==> src/rtl/key_sw_pio_pkg.sv <==
// Shared register map and reset constants for the KEY/SW input port.
package key_sw_pio_pkg;

    localparam logic [1:0] ADDR_DATA    = 2'd0;
    localparam logic [1:0] ADDR_IRQMASK = 2'd1;
    localparam logic [1:0] ADDR_EDGECAP = 2'd2;
    localparam logic [1:0] ADDR_EDGESEL = 2'd3;

    // KEY inputs are active-low, so an idle board reads all ones.
    localparam logic [31:0] STABLE_RST = '1;

endpackage

==> src/rtl/pio_debounce_bit.sv <==
// One input bit: 2-flop synchronizer then optional debounce (KEY_SW_PIO_DEBOUNCE_EN).
// dout is the next-cycle stable value; 2 + DEBOUNCE_CYCLES cycles pin-to-stable, no backpressure.
module pio_debounce_bit
    import key_sw_pio_pkg::*;
#(
    parameter int unsigned DEBOUNCE_CYCLES = 500000
) (
    input  logic clk,
    input  logic reset_n,
    input  logic din,
    output logic dout
);

    logic meta_q;
    logic sync_q;

    always_ff @(posedge clk or negedge reset_n) begin
        if (!reset_n) begin
            meta_q <= STABLE_RST[0];
            sync_q <= STABLE_RST[0];
        end else begin
            meta_q <= din;
            sync_q <= meta_q;
        end
    end

`ifdef KEY_SW_PIO_DEBOUNCE_EN
    localparam int unsigned CNT_W = $clog2(DEBOUNCE_CYCLES + 1);
    localparam logic [CNT_W-1:0] CNT_LAST = CNT_W'(DEBOUNCE_CYCLES - 1);

    logic [CNT_W-1:0] cnt_q;
    logic [CNT_W-1:0] cnt_d;
    logic             stable_q;
    logic             stable_d;

    // Counter only runs while sync disagrees; any agreeing cycle restarts it.
    always_comb begin
        cnt_d    = '0;
        stable_d = stable_q;
        if (sync_q != stable_q) begin
            if (cnt_q == CNT_LAST) begin
                stable_d = sync_q;
            end else begin
                cnt_d = cnt_q + CNT_W'(1);
            end
        end
    end

    always_ff @(posedge clk or negedge reset_n) begin
        if (!reset_n) begin
            cnt_q    <= '0;
            stable_q <= STABLE_RST[0];
        end else begin
            cnt_q    <= cnt_d;
            stable_q <= stable_d;
        end
    end

    assign dout = stable_d;
`else
    assign dout = sync_q;
`endif

endmodule

==> src/rtl/key_sw_pio_in.sv <==
// Avalon-MM input PIO for KEY/SW: DATA, IRQMASK, EDGECAP (W1C), EDGESEL, level irq; debounce via KEY_SW_PIO_DEBOUNCE_EN.
// Read latency 1 cycle; writes land on the write edge; DATA and EDGECAP update on the same edge.
// No backpressure: the slave accepts every read and write in the cycle it is presented.
module key_sw_pio_in
    import key_sw_pio_pkg::*;
#(
    parameter int unsigned WIDTH           = 14,
    parameter int unsigned DEBOUNCE_CYCLES = 500000
) (
    input  logic             clk,
    input  logic             reset_n,
    input  logic [1:0]       avs_address,
    input  logic             avs_read,
    input  logic             avs_write,
    input  logic [31:0]      avs_writedata,
    output logic [31:0]      avs_readdata,
    output logic             irq,
    input  logic [WIDTH-1:0] pio_in
);

    logic [WIDTH-1:0] stable_d;
    logic [WIDTH-1:0] stable_q;
    logic [WIDTH-1:0] irqmask_d;
    logic [WIDTH-1:0] irqmask_q;
    logic [WIDTH-1:0] edgecap_d;
    logic [WIDTH-1:0] edgecap_q;
    logic [WIDTH-1:0] edgesel_d;
    logic [WIDTH-1:0] edgesel_q;
    logic [WIDTH-1:0] edge_evt;
    logic [WIDTH-1:0] w1c;
    logic [31:0]      readdata_d;
    logic [31:0]      readdata_q;

    for (genvar i = 0; i < WIDTH; i++) begin : g_bit
        pio_debounce_bit #(
            .DEBOUNCE_CYCLES(DEBOUNCE_CYCLES)
        ) u_bit (
            .clk     (clk),
            .reset_n (reset_n),
            .din     (pio_in[i]),
            .dout    (stable_d[i])
        );
    end

    // Sub-modules hand over the next stable value, so events are seen on the edge stable moves.
    assign edge_evt = ( edgesel_q &  stable_d & ~stable_q)
                    | (~edgesel_q & ~stable_d &  stable_q);

    assign w1c = (avs_write && avs_address == ADDR_EDGECAP) ? avs_writedata[WIDTH-1:0] : '0;

    always_comb begin
        irqmask_d = irqmask_q;
        edgesel_d = edgesel_q;
        if (avs_write && avs_address == ADDR_IRQMASK) begin
            irqmask_d = avs_writedata[WIDTH-1:0];
        end
        if (avs_write && avs_address == ADDR_EDGESEL) begin
            edgesel_d = avs_writedata[WIDTH-1:0];
        end
        // A fresh event beats a simultaneous clear of the same bit.
        edgecap_d = (edgecap_q & ~w1c) | edge_evt;
    end

    always_comb begin
        readdata_d = readdata_q;
        if (avs_read) begin
            case (avs_address)
                ADDR_DATA:    readdata_d = 32'(stable_q);
                ADDR_IRQMASK: readdata_d = 32'(irqmask_q);
                ADDR_EDGECAP: readdata_d = 32'(edgecap_q);
                default:      readdata_d = 32'(edgesel_q);
            endcase
        end
    end

    always_ff @(posedge clk or negedge reset_n) begin
        if (!reset_n) begin
            stable_q   <= STABLE_RST[WIDTH-1:0];
            irqmask_q  <= '0;
            edgecap_q  <= '0;
            edgesel_q  <= '0;
            readdata_q <= '0;
        end else begin
            stable_q   <= stable_d;
            irqmask_q  <= irqmask_d;
            edgecap_q  <= edgecap_d;
            edgesel_q  <= edgesel_d;
            readdata_q <= readdata_d;
        end
    end

    assign avs_readdata = readdata_q;
    assign irq          = |(edgecap_q & irqmask_q);

endmodule

==> config.mk <==
export PLATFORM = sky130hd
export DESIGN_NAME = key_sw_pio_in
export DESIGN_NICKNAME = d
export VERILOG_FILES = /design/src/rtl/key_sw_pio_pkg.sv /design/src/rtl/pio_debounce_bit.sv /design/src/rtl/key_sw_pio_in.sv
export SDC_FILE = /design/constraint.sdc
export NUM_CORES = 1
export LEC_CHECK = 0
export ABC_AREA = 0
export CAP_MARGIN = 10
export CORE_MARGIN = 8
export CORE_UTILIZATION = 25
export CTS_CLUSTER_DIAMETER = 50
export DETAILED_ROUTE_END_ITERATION = 6
export SYNTH_ARGS = -nofsm -noshare
export SYNTH_HDL_FRONTEND = slang
export SYNTH_SLANG_ARGS = --single-unit
==> constraint.sdc <==
create_clock -name clk -period 3.4 [get_ports clk]
set_clock_uncertainty 0.1 [all_clocks]
set_input_delay 0.68 -clock clk [delete_from_list [all_inputs] [get_ports clk]]
set_output_delay 0.68 -clock clk [all_outputs]
set_load 0.01 [all_outputs]
Word-level counts from Yosys, hierarchy flattened
Index checks and enable logic that the tools add are counted.
W data, S select, Z words.
- input port bits: 52
- flip-flop bits (word level): 116
- muxes and demuxes: 2
- bitwise gates (word level): 12
- equality and inequality tests: 3
- reduce and logical (&&, ||, !) cells: 5
- operators with widths (kind ; number):
    $and A14 B14 Y14 ; 6
    $not A14 Y14 ; 4
    $pmux W14 S3 ; 1
    $or A14 B14 Y14 ; 2
    $mux W14 ; 1
    $reduce_or A14 Y1 ; 1
    $eq A2 B2 Y1 const B ; 2
    $logic_and A1 B1 Y1 ; 3
    $eq A2 B1 Y1 const B ; 1
    $logic_not A2 Y1 ; 1

Longest topological paths before layout
Gate-level depths: netlist of the first run.
- depth after elaboration: 6
- depth in mapped cells: 6
- gate-level depth less buffers: 3

Cells and area by module
From an unflattened synthesis of the first run, not the netlist that was laid out.
- cells, all modules: 297
- area total of the unflattened synthesis: 4046.4 um^2
- modules (own cells, without submodules) (module ; cells each ; area an instance (um^2) ; instances ; seq. area each (um^2)):
    key_sw_pio_in ; 269 ; 3310.7 ; 1 ; 1769.2
    pio_debounce_bit ; 2 ; 52.6 ; 14 ; 52.6

Worst setup path after synthesis of the first run
Ideal clock, no wire load.
- path kind: input -> register
- start point: in avs_address[1]
- end point: reg edgesel_q[10]
- setup slack: 1.615 ns
- cell stages on the path: 4
- buffers on the path: 2
- data required time: 3.175 ns
- arrival time: 1.560 ns
- cells stage by stage: buf_4 nand3_1 buf_2 mux2_2
- longest elaborated chain between the ends: 2
- RTL lines (item ; RTL line ; RTL):
    start, declared ; key_sw_pio_in.sv:12 ; input logic [1:0] avs_address,
    $eq A2 B2 Y1 ; key_sw_pio_in.sv:57 ; if (avs_write && avs_address == ADDR_EDGESEL) begin
    $logic_and A1 B1 Y1 ; key_sw_pio_in.sv:57 ;
    end signal, assigned ; key_sw_pio_in.sv:87 ; edgesel_q <= edgesel_d;
    end, declared ; key_sw_pio_in.sv:28 ; logic [WIDTH-1:0] edgesel_q;
No other way between the ends.
A chain may end at the register's enable or synchronous reset.

Worst setup path after layout of the first run
- start point: reg irqmask_q[3]
- end point: out irq
- longest elaborated chain between the ends: 2
- RTL lines (item ; RTL line ; RTL):
    start, declared ; key_sw_pio_in.sv:24 ; logic [WIDTH-1:0] irqmask_q;
    start signal, assigned ; key_sw_pio_in.sv:85 ; irqmask_q <= irqmask_d;
    $and A14 B14 Y14 ; key_sw_pio_in.sv:93 ; assign irq = |(edgecap_q & irqmask_q);
    $reduce_or A14 Y1 ; key_sw_pio_in.sv:93 ;
    end, declared ; key_sw_pio_in.sv:17 ; output logic irq,
No other way between the ends.

==> results of run 1 <==
-- cell usage after synthesis (4+ instances only) --
library cell   n  area, µm²
nor2b_1       10      62.56
clkbuf_1       4      15.01
nor2_1         8      30.03
mux2_2        42      473.0
a21boi_0       4      30.03
o22ai_1       14      87.58
a211o_1        4      35.03
buf_4         20      150.1
a221o_1       10      100.1
mux2i_1       14      140.1
a31oi_1       14      87.58
a22oi_1        5      37.54
nand2_1       14      52.55
dfstp_2       42       1104
nor3b_1       10      75.07
dfrtp_1       56       1401
-- per-stage QoR --
stage,utilization,worst slack [ns],instances,instance area [µm²]
after detailed placement,0.2944,0.6794,543,4659
final,0.3137,0.6563,559,4965
after global routing,0.3137,0.5655,559,4965
after global placement,0.2944,0.7106,543,4659
after CTS,0.3137,0.5863,559,4965
after floorplan,-,1.615,304,4095
-- area by class of cell --
class                      count  area, µm²
clock buffer                  10      239.0
clock inverter                 6      66.31
fill                        1576      10860
multi-input combinational    175       1349
sequential                    98       2505
tap                          216      270.3
timing repair buffer          54      535.5
-- critical path: stages (launching register included) --
cell	delay, ns
dfrtp_1	0.40
a22o_1	0.24
a221oi_1	0.29
nand4_1	0.18
clkdlybuf4s50_1	0.52
-- flip-flops by register name, indices dropped and copies added, names as in the netlist --
name / cells
irqmask_q: 14
avs_readdata: 14
g_bit.u_bit.dout: 14
g_bit.u_bit.meta_q: 14
edgesel_q: 14
edgecap_q: 14
stable_q: 14
-- path summary, 6_finish.rpt --
kind	end	slack, ns
max	irq	0.66
min	edgesel_q[11]	0.25
max reg2reg	avs_readdata[12]	2.25
min reg2reg	g_bit[0].u_bit.dout	0.25
max in group asynchronous	g_bit[13].u_bit.meta_q	2.20
min in group clk	g_bit[0].u_bit.dout	0.25
-- routing by layer --
layer | global-route usage | vias to the layer above | part of all wire | routed length [µm]
li1 | - | 1115 | - | -
met1 | 0.1040 | 1233 | 0.42 | 3860
met2 | 0.1526 | 66 | 0.49 | 4476
met3 | 0.02571 | 27 | 0.058 | 536
met4 | 0.05817 | 0 | 0.035 | 325
met5 | 0 | - | 0 | 0
-- power groups by stage --
stage | sequential (W) | clock (W) | combinational, W
finish | 0.00145 | 0.00102 | 0.000419
floorplan | 0.00144 | 0 | 0.000253
global route | 0.00147 | 0.00110 | 0.000456
detailed placement | 0.00147 | 0 | 0.000424
CTS | 0.00145 | 0.00105 | 0.000426
global placement | 0.00146 | 0 | 0.000410
-- cells by family (layout without fill, tap and decap cells) --
group	after synthesis	in the layout	synth area share
DFF	98	98	0.6214
muxes	56	56	0.1521
AOI/OAI and AO/OA	53	53	0.09808
and+or+nand+nor	48	48	0.06766
buffers and inverters	31	70	0.05990
other	1	18	0.0009302
==> out/results.txt, run 1 <==
outcome: complete, no violations
P_leak: 1.958 nW
ys async rst share: 1.000
Initial Util: 0.2547
CP startpoint kind: register
number of synthesized flops with an enable pin: 0
WL/cell: 16.46 µm
Synth Warn #: 0
hold_buf cts: 0
fmax: 0.3645 GHz
die width: 143.0 µm
syn_area_per_cell: 14.05 µm²
Final GP Congestion: 0.7532
drt initial violations: 158
Critical Path Sink Type: output port
Worst-Margin Slew: 0.7662 ns
CTS root buf: clkbuf_16
Total Power: 0.002894 W
Total Routed Length: 9.199 mm
CTS tree: yes
fraction of layout cells with a size suffix above 1: 0.3149
Critical Path Start: irqmask_q[3]
kind of critical path: register to output port
number of global-route vias before repair: 2662
worst hold-check path type: input port to async pin
global-route wire length before repair: 14.18 mm
CTS H-Tree Depth: 3
Cells after Synth: 287
Seq cells post-synth: 98
CTS Buffer Depth: 2
post-DP HPWL: 6.259 mm
Clk network pwr share: 0.353
Final Hold Violating Endpoints: 0
Worst-path clk slew: 0.07 ns
combinational power share: 0.145
Post-CTS Setup Inserts: 0
CTS Sinks: 98
largest net degree at the start of global routing: 52
via count: 2441
Power Dens Cells: 582.8 nW/µm²
clk_lat worst skew: 0.34 ns
P_int: 0.002164 W
Cell Rows: 46
Sw Ratio: 0.2522
DIE AREA: 20440 µm²
synth-to-layout area growth: 23.15%
Critical Path RT: 2.62 ns
WP data arrival: 1.96 ns
Tcrit/Tclk final: 0.8070
IO Port Bufs: 48
Final min period: 2.744 ns
sequential share of power: 0.502
Reg2Reg Depth: 3
Rel. slew slack: 0.4892
die height: 143.0 µm
Final Max Tran Viols: 0
I/O pin count: 85
Max rail drop VDD: 0.2703 mV
synth unique cells: 29
RSZ-0062 raised after global routing: false
setup TNS: 0 ns
sequential area share after synthesis: 0.6214
# setup viols final: 0
number of gates resized after cts: 0
Net count, final: 390
commonest non-fill, non-tap cell in the layout: dfrtp_1
vias per cell: 4.367
total of max-cap violations: 0
initial antenna violation count: 0
top_reg_cell synth: dfrtp_1
Sw Pwr: 0.0007297 W
Worst R2R Start: stable_q[12]
tightest hold margin: 0.2500 ns
most frequent cells in the layout: dfrtp_1, clkdlybuf4s50_1, mux2_2, dfstp_2, conb_1
number of buffers created by CTS: 9
total track usage: 0.09252
Core ar.: 15830 µm²
Crit Path Max Fanout: 3
Final ANT Viol Nets: 0
DR pass1 iterations: 4
synthesized area: 4031 µm²
gr ovfl total: 0
DRC viols: 0
ant diodes: 0
Note: power is estimated with default switching activity, not from simulation.
==> run 2, diff against run 1 <==
==> constraint.sdc (replaced) <==
create_clock -name clk -period 2.6 [get_ports clk]
set_clock_uncertainty 0.1 [all_clocks]
set_input_delay 0.52 -clock clk [delete_from_list [all_inputs] [get_ports clk]]
set_output_delay 0.52 -clock clk [all_outputs]
set_load 0.01 [all_outputs]
==> out/results.txt, run 2 (synthesis gave the netlist of run 1 again) <==
Critical Path Max Stage Delay: 0.51 ns
Setup crit end: irq
CTS Buffer Depth: 2
Final Max Tran Viols: 0
dpl ws: 0.3220 ns
Final min period: 2.489 ns
fin cells: 562
Critical Path Start: edgecap_q[1]
Total Power: 0.003959 W
P_leak: 2.003 nW
Net count, final: 393
Reg2Reg Depth: 2
final worst slack: 0.1113 ns
synth-to-layout area growth: 25.08%
Final ANT Viol Nets: 0
CTS tree: yes
setup TNS: 0 ns
via count: 2441
die height: 143.0 µm
worst hold-check path type: input port to async pin
r2r setup slk: 1.49 ns
Worst R2R Start: g_bit[9].u_bit.dout
RSZ-0062 raised after global routing: false
total of max-cap violations: 0
global-route wire length before repair: 14.23 mm
vias per cell: 4.343
gr ovfl total: 0
hold_buf cts: 0
IO Port Bufs: 48
Cell Rows: 46
Tcrit/Tclk final: 0.9572
I/O pin count: 85
Critical path buffers and inverters: 1
initial antenna violation count: 0
clk_lat worst skew: 0.33 ns
most frequent cells in the layout: dfrtp_1, clkdlybuf4s50_1, mux2_2, dfstp_2, conb_1
WL/cell: 15.88 µm
Worst-path clk slew: 0.07 ns
largest delay contributor family on the critical path: buffers and inverters
outcome: complete, no violations
die width: 143.0 µm
CTS H-Tree Depth: 3
tightest hold margin: 0.01450 ns
crit-path cells: a22oi_1 > and3_1 > nand4_1 > clkdlybuf4s50_1
Final Hold Violating Endpoints: 0
CP Depth: 4
DRC viols: 0
fraction of layout cells with a size suffix above 1: 0.3237
# setup viols final: 0
DR pass1 iterations: 4
CTS Sinks: 98
Max rail drop VDD: 0.3803 mV
Critical Path Sink Type: output port
fmax: 0.4018 GHz
Power Dens Cells: 785.2 nW/µm²
total track usage: 0.09106
number of global-route vias before repair: 2585
CP startpoint kind: register
drt initial violations: 128
Critical Path RT: 1.98 ns
commonest non-fill, non-tap cell in the layout: dfrtp_1
Crit Path Max Fanout: 3
CTS root buf: clkbuf_16
Initial Util: 0.2547
post-DP HPWL: 6.112 mm
Core ar.: 15830 µm²
number of buffers created by CTS: 9
Placed Cells: 546
WP data arrival: 1.87 ns
DIE AREA: 20440 µm²
kind of critical path: register to output port
Final GP Congestion: 0.7627
Slowest-stage cell, CP: clkdlybuf4s50_1
worst r2r dst: edgecap_q[9]
Total Routed Length: 8.923 mm
largest net degree at the start of global routing: 53
ant diodes: 0
run 2: cell count changes in the layout (fill, tap and decap cells not counted), sizes merged:
| cell | before | now |
|---|---|---|
| buf | 7 | 10 |
| bufinv | 1 | 3 |
| clkinvlp | 3 | 1 |
| clkbuf | 10 | 9 |
| inv | 0 | 1 |
run 2: power breakdown:
| group | leakage, nW | total (W) | internal (W) | switching [W] |
|---|---|---|---|---|
| Combinational | 0.772 | 0.000556 | 0.000323 | 0.000233 |
| Clock | 0.166 | 0.00151 | 0.000940 | 0.000567 |
| Sequential | 1.06 | 0.00190 | 0.00174 | 0.000155 |
| Total | 2.00 | 0.00396 | 0.00301 | 0.000954 |
run 2: area by class of cell:
type                            instances  area (µm²)
Multi-Input combinational cell        175        1355
Tap cell                              216       270.3
Sequential cell                        98        2505
Clock buffer                            9       225.2
Timing Repair Buffer                   57       570.5
Fill cell                            1568       10790
Clock inverter                          7       116.4
run 2: what timing repair did:
action	in CTS	in global routing
hold endpoints to repair	0	0
setup buffers	0	0
gates resized for setup	1	0
endpoints found under the setup margin	1	0
run 2: how the worst min path moves through the flow:
stage	cells past startpoint	start	slack [ns]	end
2_1_floorplan	0	reset_n	0.12	avs_readdata[0]
3_3_place_gp	0	g_bit[11].u_bit.meta_q	0.25	g_bit[11].u_bit.dout
3_5_place_dp	0	g_bit[0].u_bit.meta_q	0.25	g_bit[0].u_bit.dout
4_1_cts	1	reset_n	0.02	edgesel_q[10]
5_1_grt	1	reset_n	0.03	edgesel_q[10]
6_report	1	reset_n	0.01	edgesel_q[10]
run 2: per-stage QoR:
stage / cell area, µm² / util
global route: 5042 / 0.3186
detailed placement: 4695 / 0.2966
global placement: 4695 / 0.2966
CTS: 5042 / 0.3186
floorplan: 4095 / -
finish: 5042 / 0.3186
run 2: per-layer routing:
metal | vias to the layer above | GRT usage | share of wire
li1 | 1124 | - | -
met4 | 0 | 0.03523 | 0.015
met2 | 73 | 0.1471 | 0.49
met5 | - | 0 | 0
met3 | 8 | 0.02571 | 0.064
met1 | 1236 | 0.1127 | 0.43
